$ cat src/rtl/sprite_pkg.sv
// Shared types and defaults for the sprite compositor.
// obj_t is sized from the default COORD_W/COLOR_W below; the top-level
// parameters must match these widths.
package sprite_pkg;

    localparam int N_OBJ_DEF   = 8;
    localparam int COORD_W_DEF = 10;
    localparam int COLOR_W_DEF = 8;

    // Blue ramp base for the background gradient
    localparam logic [7:0] BG_BASE = 8'h7f;

    typedef enum logic {
        SHAPE_BOX    = 1'b0,
        SHAPE_CIRCLE = 1'b1
    } shape_e;

    typedef struct packed {
        logic [COORD_W_DEF-1:0]   x;
        logic [COORD_W_DEF-1:0]   y;
        logic [COORD_W_DEF-1:0]   size;
        shape_e                   shape;
        logic [3*COLOR_W_DEF-1:0] color;
        logic                     act;
    } obj_t;

endpackage

$ cat src/rtl/obj_hit_test.sv
// Combinational coverage test of one object against the current pixel.
// Macro SPRITE_CIRCLE_EN builds the circle path; without it every object
// is tested as a box and the shape bit is ignored.
module obj_hit_test
    import sprite_pkg::*;
#(
    parameter int COORD_W = COORD_W_DEF
) (
    input  obj_t               obj,
    input  logic [COORD_W-1:0] DrawX,
    input  logic [COORD_W-1:0] DrawY,
    output logic               hit
);

    logic [COORD_W:0] x_end;
    logic [COORD_W:0] y_end;
    logic             box_hit;
    logic             shape_hit;

    // Box test; ends carry one extra bit so edge-touching boxes never wrap
    always_comb begin
        x_end   = {1'b0, obj.x} + {1'b0, obj.size};
        y_end   = {1'b0, obj.y} + {1'b0, obj.size};
        box_hit = (DrawX >= obj.x) && ({1'b0, DrawX} < x_end) &&
                  (DrawY >= obj.y) && ({1'b0, DrawY} < y_end);
    end

`ifdef SPRITE_CIRCLE_EN
    localparam int DW = COORD_W + 2;
    localparam int SW = 2 * COORD_W + 5;

    logic signed [DW-1:0] dx;
    logic signed [DW-1:0] dy;
    logic signed [SW-1:0] dx_w;
    logic signed [SW-1:0] dy_w;
    logic signed [SW-1:0] rs_w;
    logic signed [SW-1:0] d2;
    logic signed [SW-1:0] r2;
    logic                 unused_color;

    // Circle test around (x, y); size is the radius
    always_comb begin
        dx        = $signed({2'b00, DrawX}) - $signed({2'b00, obj.x});
        dy        = $signed({2'b00, DrawY}) - $signed({2'b00, obj.y});
        dx_w      = SW'(dx);
        dy_w      = SW'(dy);
        rs_w      = $signed(SW'({1'b0, obj.size}));
        d2        = dx_w * dx_w + dy_w * dy_w;
        r2        = rs_w * rs_w;
        shape_hit = (obj.shape == SHAPE_CIRCLE) ? (d2 <= r2) : box_hit;
    end

    assign unused_color = ^obj.color;
`else
    logic unused_fields;

    assign shape_hit     = box_hit;
    assign unused_fields = ^{obj.shape, obj.color};
`endif

    assign hit = obj.act && shape_hit;

endmodule

$ cat src/rtl/sprite_compositor.sv
// Per-pixel compositor for N_OBJ objects with shadow/live banks, a 2-stage
// pixel pipeline, priority select and per-frame player collision flags.
// Macro SPRITE_CIRCLE_EN (see obj_hit_test) enables circle shapes.
module sprite_compositor
    import sprite_pkg::*;
#(
    parameter int N_OBJ   = N_OBJ_DEF,
    parameter int COORD_W = COORD_W_DEF,
    parameter int COLOR_W = COLOR_W_DEF
) (
    input  logic                     pixel_clk,
    input  logic                     reset_n,
    input  logic [COORD_W-1:0]       DrawX,
    input  logic [COORD_W-1:0]       DrawY,
    input  logic                     blank,
    input  logic                     frame_start,
    input  logic                     wr_valid,
    output logic                     wr_ready,
    input  logic [$clog2(N_OBJ)-1:0] wr_idx,
    input  logic [COORD_W-1:0]       wr_x,
    input  logic [COORD_W-1:0]       wr_y,
    input  logic [COORD_W-1:0]       wr_size,
    input  logic                     wr_shape,
    input  logic [3*COLOR_W-1:0]     wr_color,
    input  logic                     wr_act,
    output logic [COLOR_W-1:0]       Red,
    output logic [COLOR_W-1:0]       Green,
    output logic [COLOR_W-1:0]       Blue,
    output logic                     hit_valid,
    output logic [$clog2(N_OBJ)-1:0] hit_idx,
    output logic [N_OBJ-1:0]         collide
);

    localparam int IDX_W = $clog2(N_OBJ);

    obj_t shadow_q [N_OBJ];
    obj_t shadow_d [N_OBJ];
    obj_t live_q   [N_OBJ];
    obj_t live_d   [N_OBJ];

    logic [N_OBJ-1:0] hit_vec;

    // Stage 1 state
    logic [N_OBJ-1:0] hit_s1_q, hit_s1_d;
    logic             blank_s1_q, blank_s1_d;
    logic [6:0]       bgx_s1_q, bgx_s1_d;

    // Stage 2 (output) state
    logic [COLOR_W-1:0] red_q, red_d;
    logic [COLOR_W-1:0] green_q, green_d;
    logic [COLOR_W-1:0] blue_q, blue_d;
    logic               hit_valid_q, hit_valid_d;
    logic [IDX_W-1:0]   hit_idx_q, hit_idx_d;

    logic [N_OBJ-1:0] acc_q, acc_d;
    logic [N_OBJ-1:0] collide_q, collide_d;

    logic             win_valid;
    logic [IDX_W-1:0] win_idx;
    logic [7:0]       bg8;

    // Writes are held off during commit so shadow and live never race
    assign wr_ready = !frame_start;

    // Shadow write port (out-of-range indices match no slot) and frame commit
    always_comb begin
        for (int i = 0; i < N_OBJ; i++) begin
            shadow_d[i] = shadow_q[i];
            if (wr_valid && wr_ready && (wr_idx == IDX_W'(i))) begin
                shadow_d[i] = '{x: wr_x, y: wr_y, size: wr_size,
                                shape: shape_e'(wr_shape), color: wr_color,
                                act: wr_act};
            end
            live_d[i] = frame_start ? shadow_q[i] : live_q[i];
        end
    end

    genvar g;
    generate
        for (g = 0; g < N_OBJ; g++) begin : g_obj
            obj_hit_test #(.COORD_W(COORD_W)) u_hit (
                .obj   (live_q[g]),
                .DrawX (DrawX),
                .DrawY (DrawY),
                .hit   (hit_vec[g])
            );
        end
    endgenerate

    // Stage 1: capture hit vector, blank and the background ramp bits
    always_comb begin
        hit_s1_d   = blank ? hit_vec : '0;
        blank_s1_d = blank;
        bgx_s1_d   = DrawX[COORD_W-1 -: 7];
    end

    // Stage 2: lowest index wins; colour or background ramp, black in blanking
    always_comb begin
        win_valid = 1'b0;
        win_idx   = '0;
        for (int i = N_OBJ - 1; i >= 0; i--) begin
            if (hit_s1_q[i]) begin
                win_valid = 1'b1;
                win_idx   = IDX_W'(i);
            end
        end
        bg8         = BG_BASE - {1'b0, bgx_s1_q};
        red_d       = '0;
        green_d     = '0;
        blue_d      = '0;
        hit_valid_d = 1'b0;
        hit_idx_d   = '0;
        if (blank_s1_q) begin
            if (win_valid) begin
                red_d       = live_q[win_idx].color[3*COLOR_W-1 -: COLOR_W];
                green_d     = live_q[win_idx].color[2*COLOR_W-1 -: COLOR_W];
                blue_d      = live_q[win_idx].color[COLOR_W-1:0];
                hit_valid_d = 1'b1;
                hit_idx_d   = win_idx;
            end else begin
                blue_d = COLOR_W'(bg8);
            end
        end
    end

    // Player overlap accumulator; the frame_start pixel is not accumulated
    always_comb begin
        acc_d     = acc_q;
        collide_d = collide_q;
        if (frame_start) begin
            collide_d = acc_q;
            acc_d     = '0;
        end else if (blank && hit_vec[0]) begin
            acc_d = acc_q | (hit_vec & ~N_OBJ'(1));
        end
    end

    // All state registers
    always_ff @(posedge pixel_clk or negedge reset_n) begin
        if (!reset_n) begin
            for (int i = 0; i < N_OBJ; i++) begin
                shadow_q[i] <= '0;
                live_q[i]   <= '0;
            end
            hit_s1_q    <= '0;
            blank_s1_q  <= 1'b0;
            bgx_s1_q    <= '0;
            red_q       <= '0;
            green_q     <= '0;
            blue_q      <= '0;
            hit_valid_q <= 1'b0;
            hit_idx_q   <= '0;
            acc_q       <= '0;
            collide_q   <= '0;
        end else begin
            for (int i = 0; i < N_OBJ; i++) begin
                shadow_q[i] <= shadow_d[i];
                live_q[i]   <= live_d[i];
            end
            hit_s1_q    <= hit_s1_d;
            blank_s1_q  <= blank_s1_d;
            bgx_s1_q    <= bgx_s1_d;
            red_q       <= red_d;
            green_q     <= green_d;
            blue_q      <= blue_d;
            hit_valid_q <= hit_valid_d;
            hit_idx_q   <= hit_idx_d;
            acc_q       <= acc_d;
            collide_q   <= collide_d;
        end
    end

    assign Red       = red_q;
    assign Green     = green_q;
    assign Blue      = blue_q;
    assign hit_valid = hit_valid_q;
    assign hit_idx   = hit_idx_q;
    assign collide   = collide_q;

endmodule

$ cat config.mk
export PLATFORM = sky130hd
export DESIGN_NAME = sprite_compositor
export DESIGN_NICKNAME = d
export VERILOG_FILES = /design/src/rtl/sprite_pkg.sv /design/src/rtl/obj_hit_test.sv /design/src/rtl/sprite_compositor.sv
export SDC_FILE = /design/constraint.sdc
export NUM_CORES = 2
export LEC_CHECK = 0
export ABC_AREA = 0
export BUFFER_PORTS_ARGS = -buffer_cell sky130_fd_sc_hd__buf_2
export CELL_PAD_IN_SITES_DETAIL_PLACEMENT = 1
export CELL_PAD_IN_SITES_GLOBAL_PLACEMENT = 2
export CORE_ASPECT_RATIO = 0.7
export CORE_MARGIN = 2
export CORE_UTILIZATION = 40
export CTS_CLUSTER_SIZE = 16
export DETAILED_ROUTE_END_ITERATION = 6
export PLACE_DENSITY = 0.87
export SYNTH_ARGS = -nofsm -noshare
export SYNTH_HDL_FRONTEND = slang
export SYNTH_SLANG_ARGS = --single-unit
$ cat constraint.sdc
create_clock -name pixel_clk -period 3.74 [get_ports pixel_clk]
set_clock_uncertainty 0.15 [all_clocks]
set_input_delay 0.187 -clock pixel_clk [delete_from_list [all_inputs] [get_ports pixel_clk]]
set_output_delay 0.187 -clock pixel_clk [all_outputs]
set_load 0.01 [all_outputs]
==> metrics.cfg <==
[synth]
syn_inst=3947
syn-num-nets=4511
async_reset_ff_frac=1.00
yosys_warnings=0
yosysSeqAreaShare=0.482
ys_ff_latch=938
synth_ff_type=dfrtp_1
avgSynthCellArea_um2=12.3
synth_edf_count=0
syn-cell-area_mm2=0.0487
netlist-cell-type-count=77

[timing]
drv_slew=0
tns_ns=-0.594
finalCritPeriodShare=1.03
finalSetupViolCount=7
slew_headroom=0.232
rsz0062_at_grt=true
fmax_mhz=259
fin_crit_ns=3.86
finalHoldViolations=0
whs_ns=0.00426
tightest_slew_ns=1.15
fin_ws_ns=-0.117

[clock_network]
cts_made_buffers=99
cts.sinks=938
htreeDepth=3
cts_buffer_depth=3
cts-root-buf=clkbuf_16
cts_tree=done
clk_pin_slew_ns=0.06
insertion_delay_ns=0.70

[routing]
routed_via_density=5.70
vias=34162
drt-total-wl_mm=156
firstDrtPassIters=5
drc=0
wl_per_cell_um=26.1
drt_first_iter_violations=2922
antenna_left=0

[setup_path]
worstReg2RegStart=live_q[418]
reg2reg_to=acc_q[2]
r2r_slack_ns=-0.12
cp_max_fo=5
setup.worst_path.start_class=register
crit_required_ns=4.19
crit_path_end_kind=register
arrival_ns=4.31
critPathKind=register to register
ff2ff_path_depth=17

[grt]
grt_use_total=0.248
overflow=0
grt_pass1_wl_mm=235
antenna_found_initial=13
first_global_vias=35971
grt_max_degree=156

[die]
dieWidth_um=421
num_io_pins=121
start_util=0.402
die_area_mm2=0.125
row_count=107
die_h_um=296
core_mm2=0.121

[flow_run]
drv_cap=0

[pwr]
leakage_nw=26.2
p_int_w=0.0257
p_per_area_mw_per_mm2=691
irDropWorstVdd_v=0.000499
netSwitchingPower_w=0.0139
switching_share=0.351
seqPwrFrac=0.361
clkPwrFrac=0.268
p_comb_frac=0.371

[placement]
dp_hpwl_mm=106
io_buffer_count=118
gp_congestion=0.862

[finish]
final_cell_mix=dfrtp_1, mux2_2, ha_1
syn_to_final_growth_pct=17.4
layout_commonest_cell=dfrtp_1
drive_above_1_share=0.321
nets=4842

[run_status]
status=complete, but fails checks
violations=setup timing

[worst_hold_path]
min_path_type=input pin to async pin

## cells by family after synthesis
group	synth area share
buf+inv	0.0275
fa+ha+maj	0.126
flops	0.482
mux	0.194
simple gates	0.0594
xor+xnor	0.0182
compound gates	0.0935
other cells	0.0000769
## critical path: stages (launching register included)
cell and delay (ns):
dfrtp_1 0.43, ha_4 0.19, fa_2 0.35, a211o_1 0.27
o211ai_1 0.15, buf_4 0.19, a21oi_4 0.05, a21oi_2 0.14
xor2_1 0.19, ha_1 0.28, a211oi_2 0.19, o21ai_1 0.10
a21oi_2 0.13, o21bai_1 0.10, nand4b_1 0.16, nand4b_4 0.23
buf_6 0.21, o32ai_2 0.24
## layer usage
layer,track usage,vias to the layer above,share of wire
li1,-,15026,-
met1,0.383,18034,0.49
met2,0.361,888,0.42
met3,0.0434,208,0.063
met4,0.0572,6,0.024
met5,0,-,0.00025
## metrics by stage
stage                     cells  utilization  setup slack, ns  area [um2]  power (W)
after floorplan            3947            -            0.131       48700     0.0229
after global placement     5722        0.431           -0.315       52200     0.0268
after detailed placement   5722        0.431           -0.381       52200     0.0277
after CTS                  5977        0.467          -0.0670       56600     0.0389
after global routing       5991        0.472           -0.235       57200     0.0417
final                      5995        0.472           -0.117       57200     0.0395
## power by group through the flow
stage	Combinational (W)	Clock, W	Sequential, W
2_1_floorplan	0.00922	0	0.0136
4_1_cts	0.0139	0.0108	0.0142
6_report	0.0147	0.0106	0.0142
3_3_place_gp	0.0127	0	0.0141
5_1_grt	0.0161	0.0112	0.0145
3_5_place_dp	0.0134	0	0.0143
## worst max-delay path by stage
stage                     start  slack [ns]  endpoint  cells past startpoint
floorplan           live_q[194]        0.13  acc_q[4]                     16
global placement    live_q[194]       -0.31  acc_q[4]                     16
detailed placement  live_q[194]       -0.38  acc_q[4]                     16
CTS                 live_q[418]       -0.07  acc_q[2]                     16
global route        live_q[306]       -0.24  acc_q[2]                     15
finish              live_q[418]       -0.12  acc_q[2]                     17
## area by class of cell
| type | count | area (um2) |
|---|---|---|
| diodes | 4 | 10.0 |
| clock buffers | 129 | 2780 |
| clock inverters | 50 | 688 |
| fillers | 12659 | 64100 |
| inverters | 205 | 769 |
| multi-input cells | 2674 | 24600 |
| flip-flops and latches | 938 | 23500 |
| well taps | 1635 | 2050 |
| repair buffers | 360 | 2820 |
## synth_stat cells (24+ instances only)
cell | n | area [um2]
a211oi_1 | 24 | 180
a21o_1 | 48 | 360
a21oi_1 | 128 | 641
buf_2 | 48 | 240
clkbuf_1 | 71 | 267
dfrtp_1 | 938 | 23500
ha_1 | 464 | 5810
inv_1 | 203 | 762
mux2_2 | 735 | 8280
mux4_2 | 48 | 1080
nand2_1 | 234 | 878
nand2b_1 | 33 | 206
nand3_1 | 42 | 210
nor2_1 | 104 | 390
nor2b_1 | 43 | 269
nor3_1 | 56 | 280
o21a_1 | 38 | 285
o21ai_0 | 263 | 1320
xnor2_1 | 30 | 263
xor2_1 | 71 | 622
## sequential cells by signal, indices dropped and copies added, names as in the netlist, 3 cells and up
register / cells
collide: 7
bgx_s1_q: 7
Red: 8
live_q: 440
hit_idx: 3
Blue: 8
acc_q: 7
hit_s1_q: 8
shadow_q: 440
Green: 8
## repair_timing
action	in CTS	in global routing
endpoints found under the setup margin	13	15
endpoints found under the hold margin	549	0
gates resized for setup	57	105
buffers inserted	11	16
pin swaps	25	66
hold buffers	65	0
No activity file was read; power rests on OpenSTA's default activity.
